## config.mk

```make
export PLATFORM = sky130hd
export DESIGN_NAME = pipe_delay_flat
export DESIGN_NICKNAME = d
export VERILOG_FILES = /design/src/rtl/pipe_delay_pkg.sv /design/src/rtl/pipe_delay_if.sv /design/src/rtl/pipe_delay_stage.sv /design/src/rtl/pipe_delay.sv /design/src/flat_wrapper.sv
export SDC_FILE = /design/constraint.sdc
export NUM_CORES = 1
export LEC_CHECK = 0
export ABC_AREA = 1
export CORE_MARGIN = 2
export CORE_UTILIZATION = 49
export DETAILED_ROUTE_END_ITERATION = 12
export HOLD_SLACK_MARGIN = 0.08
export MAX_ROUTING_LAYER = met4
export PLACE_DENSITY = 0.72
export SLEW_MARGIN = 25
export SYNTH_ARGS = -nofsm -noshare
export SYNTH_HDL_FRONTEND = slang
export SYNTH_SLANG_ARGS = --single-unit
```

## constraint.sdc

```tcl
create_clock -name CLK -period 1.2 [get_ports CLK]
set_input_delay 0.24 -clock CLK [delete_from_list [all_inputs] [get_ports CLK]]
set_output_delay 0.24 -clock CLK [all_outputs]
set_load 0.005 [all_outputs]
```

## src/rtl/pipe_delay_pkg.sv

```systemverilog
// ---------------------------------------------------------------------------
// pipe_delay_pkg
// Shared constants and helpers for the elastic delay line.
//   DEF_WIDTH / DEF_DEPTH / DEF_INIT : default parameter values
//   cnt_w(depth)                     : width of the occupancy counter,
//                                      large enough to hold 0..depth
// ---------------------------------------------------------------------------
package pipe_delay_pkg;

    localparam int DEF_WIDTH = 4;
    localparam int DEF_DEPTH = 4;
    localparam int DEF_INIT  = 0;

    // Occupancy ranges over 0..depth inclusive, hence depth+1 codes.
    function automatic int cnt_w(input int depth);
        return $clog2(depth + 1);
    endfunction

endpackage

```

## src/rtl/pipe_delay_if.sv

```systemverilog
// ---------------------------------------------------------------------------
// pipe_delay_if
// Ready/valid bundle for both ends of the delay line.
//   I / I_valid / I_ready : producer side (producer drives I, I_valid)
//   O / O_valid / O_ready : consumer side (consumer drives O_ready)
// Modports:
//   slave  : the delay line itself
//   master : the environment (producer + consumer) around it
// ---------------------------------------------------------------------------
interface pipe_delay_if
    import pipe_delay_pkg::*;
#(
    parameter int WIDTH = DEF_WIDTH
) ();

    logic [WIDTH-1:0] I;
    logic             I_valid;
    logic             I_ready;
    logic [WIDTH-1:0] O;
    logic             O_valid;
    logic             O_ready;

    modport slave (
        input  I,
        input  I_valid,
        output I_ready,
        output O,
        output O_valid,
        input  O_ready
    );

    modport master (
        output I,
        output I_valid,
        input  I_ready,
        input  O,
        input  O_valid,
        output O_ready
    );

endinterface

```

## src/rtl/pipe_delay_stage.sv

```systemverilog
// ---------------------------------------------------------------------------
// pipe_delay_stage
// One stage of the elastic delay line: a data register plus its valid bit.
// Ports:
//   CLK       : clock, rising edge
//   RESET     : synchronous active-high reset (valid=0, data=INIT)
//   FLUSH     : synchronous discard (valid=0, data kept)
//   adv       : this stage may take a new entry from upstream this edge
//   in_data   : upstream data
//   in_valid  : upstream valid
//   out_data  : stage data
//   out_valid : stage valid
// ---------------------------------------------------------------------------
module pipe_delay_stage
    import pipe_delay_pkg::*;
#(
    parameter int               WIDTH = DEF_WIDTH,
    parameter logic [WIDTH-1:0] INIT  = '0
) (
    input  logic             CLK,
    input  logic             RESET,
    input  logic             FLUSH,
    input  logic             adv,
    input  logic [WIDTH-1:0] in_data,
    input  logic             in_valid,
    output logic [WIDTH-1:0] out_data,
    output logic             out_valid
);

    logic [WIDTH-1:0] r_data;
    logic             r_valid;

    // Priority: reset, then flush, then normal advance.
    always_ff @(posedge CLK) begin
        if (RESET) begin
            r_valid <= 1'b0;
            r_data  <= INIT;
        end else if (FLUSH) begin
            r_valid <= 1'b0;
        end else if (adv) begin
            r_valid <= in_valid;
            // Data only moves with a real entry, so bubbles cause no toggling.
            if (in_valid) begin
                r_data <= in_data;
            end
        end
    end

    assign out_data  = r_data;
    assign out_valid = r_valid;

endmodule

```

## src/rtl/pipe_delay.sv

```systemverilog
// ---------------------------------------------------------------------------
// pipe_delay
// Parametrised elastic delay line: DEPTH register stages of WIDTH bits, each
// with its own valid bit, ready/valid flow control at both ends, and bubble
// collapse (an empty stage always takes from upstream, even while the output
// is stalled).
// Parameters:
//   WIDTH : data bits per stage
//   DEPTH : number of stages (>= 1)
//   INIT  : reset value of every stage data register
// Ports:
//   CLK   : clock, rising edge
//   RESET : synchronous active-high reset, highest priority
//   FLUSH : synchronous discard of every in-flight entry
//   bus   : pipe_delay_if.slave (I, I_valid, I_ready, O, O_valid, O_ready)
//   COUNT : entries in flight, present only when PIPE_DELAY_COUNT_EN is
//           defined
// Note: I_ready depends combinationally on O_ready through the advance
// chain; there is no skid buffer.
// ---------------------------------------------------------------------------
module pipe_delay
    import pipe_delay_pkg::*;
#(
    parameter int               WIDTH = DEF_WIDTH,
    parameter int               DEPTH = DEF_DEPTH,
    parameter logic [WIDTH-1:0] INIT  = '0
) (
    input  logic                     CLK,
    input  logic                     RESET,
    input  logic                     FLUSH,
    pipe_delay_if.slave              bus
`ifdef PIPE_DELAY_COUNT_EN
    ,
    output logic [cnt_w(DEPTH)-1:0]  COUNT
`endif
);

    logic [DEPTH-1:0] w_adv;
    logic [DEPTH-1:0] w_valid;
    logic [WIDTH-1:0] w_data [DEPTH];
    logic             w_i_ready;
    logic             w_o_valid;
    logic             w_in_valid;

    // A stage may advance if it, or any stage between it and the output, is
    // empty, or if the consumer is taking the final word. Walking from the
    // output end with a running OR gives adv[k] = !v[k] | adv[k+1].
    always_comb begin
        logic w_chain;
        w_chain = bus.O_ready;
        w_adv   = '0;
        for (int k = DEPTH - 1; k >= 0; k--) begin
            w_chain  = w_chain | ~w_valid[k];
            w_adv[k] = w_chain;
        end
    end

    // No handshake completes on either side during a flush.
    assign w_i_ready  = w_adv[0] & ~FLUSH;
    assign w_o_valid  = w_valid[DEPTH-1] & ~FLUSH;
    assign w_in_valid = bus.I_valid & w_i_ready;

    assign bus.I_ready = w_i_ready;
    assign bus.O_valid = w_o_valid;
    assign bus.O       = w_data[DEPTH-1];

    genvar gi;
    generate
        for (gi = 0; gi < DEPTH; gi++) begin : g_stage
            if (gi == 0) begin : g_first
                pipe_delay_stage #(
                    .WIDTH (WIDTH),
                    .INIT  (INIT)
                ) u_stage (
                    .CLK       (CLK),
                    .RESET     (RESET),
                    .FLUSH     (FLUSH),
                    .adv       (w_adv[gi]),
                    .in_data   (bus.I),
                    .in_valid  (w_in_valid),
                    .out_data  (w_data[gi]),
                    .out_valid (w_valid[gi])
                );
            end else begin : g_rest
                pipe_delay_stage #(
                    .WIDTH (WIDTH),
                    .INIT  (INIT)
                ) u_stage (
                    .CLK       (CLK),
                    .RESET     (RESET),
                    .FLUSH     (FLUSH),
                    .adv       (w_adv[gi]),
                    .in_data   (w_data[gi-1]),
                    .in_valid  (w_valid[gi-1]),
                    .out_data  (w_data[gi]),
                    .out_valid (w_valid[gi])
                );
            end
        end
    endgenerate

`ifdef PIPE_DELAY_COUNT_EN
    localparam int CW = cnt_w(DEPTH);

    logic [CW-1:0] r_count;
    logic          w_in_hs;
    logic          w_out_hs;

    assign w_in_hs  = w_in_valid;
    assign w_out_hs = w_o_valid & bus.O_ready;

    // Simultaneous in and out handshakes leave the occupancy unchanged.
    always_ff @(posedge CLK) begin
        if (RESET || FLUSH) begin
            r_count <= '0;
        end else if (w_in_hs && !w_out_hs) begin
            r_count <= r_count + 1'b1;
        end else if (!w_in_hs && w_out_hs) begin
            r_count <= r_count - 1'b1;
        end
    end

    assign COUNT = r_count;
`endif

endmodule

```

## src/flat_wrapper.sv

```systemverilog
// flat-port wrapper written by rule: the top's interface ports become plain ports
module pipe_delay_flat import pipe_delay_pkg::*;
#(
    parameter int               WIDTH = DEF_WIDTH,
    parameter int               DEPTH = DEF_DEPTH,
    parameter logic [WIDTH-1:0] INIT  = '0
)
  (CLK, RESET, FLUSH, bus_I, bus_I_valid, bus_I_ready, bus_O, bus_O_valid, bus_O_ready);
  pipe_delay_if #(.WIDTH(WIDTH)) bus_i ();
  input  logic CLK;
  input  logic RESET;
  input  logic FLUSH;
  input wire logic [$bits(bus_i.I)-1:0] bus_I;
  input wire logic [$bits(bus_i.I_valid)-1:0] bus_I_valid;
  output wire logic [$bits(bus_i.I_ready)-1:0] bus_I_ready;
  output wire logic [$bits(bus_i.O)-1:0] bus_O;
  output wire logic [$bits(bus_i.O_valid)-1:0] bus_O_valid;
  input wire logic [$bits(bus_i.O_ready)-1:0] bus_O_ready;
  assign bus_i.I = bus_I;
  assign bus_i.I_valid = bus_I_valid;
  assign bus_I_ready = bus_i.I_ready;
  assign bus_O = bus_i.O;
  assign bus_O_valid = bus_i.O_valid;
  assign bus_i.O_ready = bus_O_ready;
  pipe_delay #(.WIDTH(WIDTH), .DEPTH(DEPTH), .INIT(INIT)) u_core (.CLK(CLK), .RESET(RESET), .FLUSH(FLUSH), .bus(bus_i));
endmodule
```

==> flow_summary.ini <==
[timing]
hold_ws_ns = 0.4931
unrepaired_setup_endpoints_after_global_routing = yes
max_slew_margin = 0.8369
slew_viol_final = 0
timing.final.setup_violations = 2
finClkSkew_ns = 0.0009648
timing_hold_violations_final = 0
worst_slack_ns = -0.1266
timing.fmax_mhz = 753.8
post-route-period-util = 1.106
worst_pin_slew_ns = 0.2442
timing.final.crit_period_ns = 1.327

[die]
die_width_um = 45.15
fp.coreArea_um2 = 1541
floorplan.die_area_um2 = 2038
io_pins = 15
chipHeight_um = 45.15
core.rowCount = 14
initial_core_util = 0.5381

[grt]
gr-total-overflow = 0
met3_usage = 0.03600
grt_most_used_layer = met2
groute.layer.met1.usage = 0.2250
wire_length_of_the_first_global_routing_pass_um = 2877
global_route.usage.total = 0.2043
grt_pass1_vias = 705
number_of_antenna_violations_at_the_first_check_in_global_routing = 0
maximum_number_of_pins_on_one_net_before_global_route_repair = 18
grtUsageMet2 = 0.3571

[clock_network]
htree_levels = 1
clock_pin_slew_on_the_worst_setup_and_hold_paths_ns = 0.11
cts.root.buffer_cell = clkbuf_4
clkLatencyLatePin_ns = 0.30
clock_tree.buffer_depth = 2
clock_sinks = 20
post_cts_buffers = 0
cts_buffers = 3
cts_tree = yes

[cells_and_area]
fin_cells = 154
diodes = 0
seqCellArea_um2 = 407.9
fillerInstances = 125
utilization = 0.7386
multi_input_area_um2 = 366.6
area_growth_syn_to_layout_pct = 37.25
drive_above_1_share = 0.2754
num-nets-final = 148

[worst_setup_path]
timing.reg2reg.setup_slack_ns = 0.05
end_kind = output pin
timing.critical_path.slowest_cell_delay_ns = 0.34
path_class = reg -> out
crit_family = flip-flops
crit_path_frequent_cell = inv_2
cp_max_fo = 2
regToRegStartpoint = u_core.g_stage[3].g_rest.u_stage.out_valid
timing.critical_path.buf_inv = 3
worstPathArrival_ns = 1.09
crit_path_top_delay_cell = dfxtp_2
critical_path.reg2reg.endpoint = u_core.g_stage[2].g_rest.u_stage.out_data[0]
cp_data_required_time_ns = 0.96
critical_path_startpoint = u_core.g_stage[3].g_rest.u_stage.out_valid
worst-r2r-cell-count = 8
path_depth = 6
worst_setup_path_endpoint = bus_I_ready
critPathLaunchType = flop
crit_chain = inv_2 -> nor2_4 -> nand4_4 -> inv_2 -> nor2_1 -> buf_2

[logic_synthesis]
yosysMostFrequentCell = nor2_1
number_of_instances_in_the_synthesized_netlist = 111
yosysSeqAreaShare = 0.4827
yosysWarningCount = 0
netlist_area_um2 = 829.5
synth_top_area_share = 0.4827
synth_enable_flop_cells = 0
most_area_consuming_cells_after_synthesis = dfxtp_1, nor2_1, inv_1, o21ai_0, nand2_1
ys_async_sr_fraction = 0
yosys-top-cells-count = nor2_1, dfxtp_1, inv_1
postSynthNetCount = 120
yosysUniqueCellTypes = 14
postSynth.topFlopCell = dfxtp_1
synthesis.area_per_instance_um2 = 7.473
yosys_register_bits = 20
yosys.area.top_type = dfxtp_1

[route]
dr_total_vias = 742
drt_wl_total_um = 1594
drt_drc_violations_left = 0
routed_wire_length_per_instance_um = 10.35
dr.first_iter.drc_count = 3
ant_nets = 0
route.detailed.vias_per_inst = 4.818
detailedRoute.firstPassIterationCount = 4

[placed_design]
dpl.cell_count = 150
placement.io_buffers = 14
finalWeightedCongestion = 0.7462
dp_hpwl_um = 1209

[pwr]
worst_ir_drop_vdd_uv = 1022
leakage_nw = 0.5426
power_density_over_cell_area_nw_per_um2 = 1182
totalPowerFinal_mw = 1.346

[hold_path]
timing.hold.worst.class = reg -> reg

[outcome]
run_status = finished with violations
failed_checks = negative setup slack

[job]
timing.max_cap.violations = 0
[logic make-up after synthesis]
| group | Yosys count | share of synthesized area |
|---|---|---|
| AND/OR/NAND/NOR | 53 | 0.3213 |
| AO/OA/AOI/OAI | 15 | 0.09050 |
| flip-flops | 20 | 0.4826 |
| buffers and inverters | 23 | 0.1056 |
[cell type report]
class	instances	area share
Clock buffer	3	0.01978
Clock inverter	1	0.02637
Inverter	22	0.07802
Multi-Input combinational cell	68	0.3220
Sequential cell	20	0.3582
Tap cell	16	0.01758
Timing Repair Buffer	24	0.1780
[what timing repair did]
action | in CTS | in global routing
pin swaps | 3 | 1
hold buffers | 0 | 0
gates resized for setup | 21 | 7
endpoints found under the setup margin | 9 | 18
[report_power, final]
group / switching [mW] / total (mW) / internal, mW
clock network: 0.214 / 0.552 / 0.338
registers: 0.00754 / 0.686 / 0.678
logic: 0.0561 / 0.108 / 0.0521
total: 0.278 / 1.35 / 1.07
[layer usage]
| layer | vias to the layer above | part of all wire |
|---|---|---|
| met3 | 5 | 0.037 |
| li1 | 397 | - |
| met2 | 13 | 0.55 |
| met4 | 0 | 0.020 |
| met5 | - | 0 |
| met1 | 327 | 0.39 |
[per-stage QoR]
step | instance area (um2) | setup TNS, ns | setup WS, ns
detailed placement | 1060 | -6.405 | -0.5651
finish | 1139 | -0.1622 | -0.1266
global placement | 1060 | -6.008 | -0.5080
floorplan | 829.5 | 0 | 0.1903
CTS | 1111 | -0.2198 | -0.1664
global route | 1139 | -0.8748 | -0.2237
[cell usage in the layout (no fill, tap or decap)]
cell and n:
inv_1 15, nand3_4 2, bufinv_16 1, nand4_4 1, dfxtp_1 14, nand4_1 4
inv_4 1, o21ai_0 12, dlygate4sd2_1 5, nor2_2 2, nor3_4 1, clkbuf_4 3
nor2_4 1, buf_4 9, nand3_2 2, clkinvlp_4 1, buf_2 2, buf_6 1
nor2_1 30, a21oi_1 3, nand2_1 10, clkdlybuf4s50_1 7, dfxtp_2 6, inv_2 5
[state kept, by name, indices dropped and copies added (netlist names)]
signal and cells:
u_core.g_stage.g_first.u_stage.out_valid 1, u_core.g_stage.g_rest.u_stage.out_data 12, u_core.g_stage.g_rest.u_stage.out_valid 3, u_core.g_stage.g_first.u_stage.out_data 4
[worst min path at each step]
stage / startpoint / end / slack, ns / cells after the start
global placement: u_core.g_stage[1].g_rest.u_stage.out_data[0] / u_core.g_stage[1].g_rest.u_stage.out_data[0] / 0.46 / 2
floorplan: bus_I_valid / u_core.g_stage[0].g_first.u_stage.out_valid / 0.43 / 2
detailed placement: u_core.g_stage[1].g_rest.u_stage.out_data[2] / u_core.g_stage[1].g_rest.u_stage.out_data[2] / 0.47 / 2
CTS: u_core.g_stage[2].g_rest.u_stage.out_data[3] / u_core.g_stage[3].g_rest.u_stage.out_data[3] / 0.50 / 2
global route: u_core.g_stage[1].g_rest.u_stage.out_data[2] / u_core.g_stage[1].g_rest.u_stage.out_data[2] / 0.52 / 2
finish: u_core.g_stage[2].g_rest.u_stage.out_data[3] / u_core.g_stage[3].g_rest.u_stage.out_data[3] / 0.49 / 2
[worst min-delay path, cell delays in order (launching register included)]
cell	delay, ns
dfxtp_1	0.33
nor2_1	0.09
nor2_1	0.05
(Power assumes the default switching activity.)
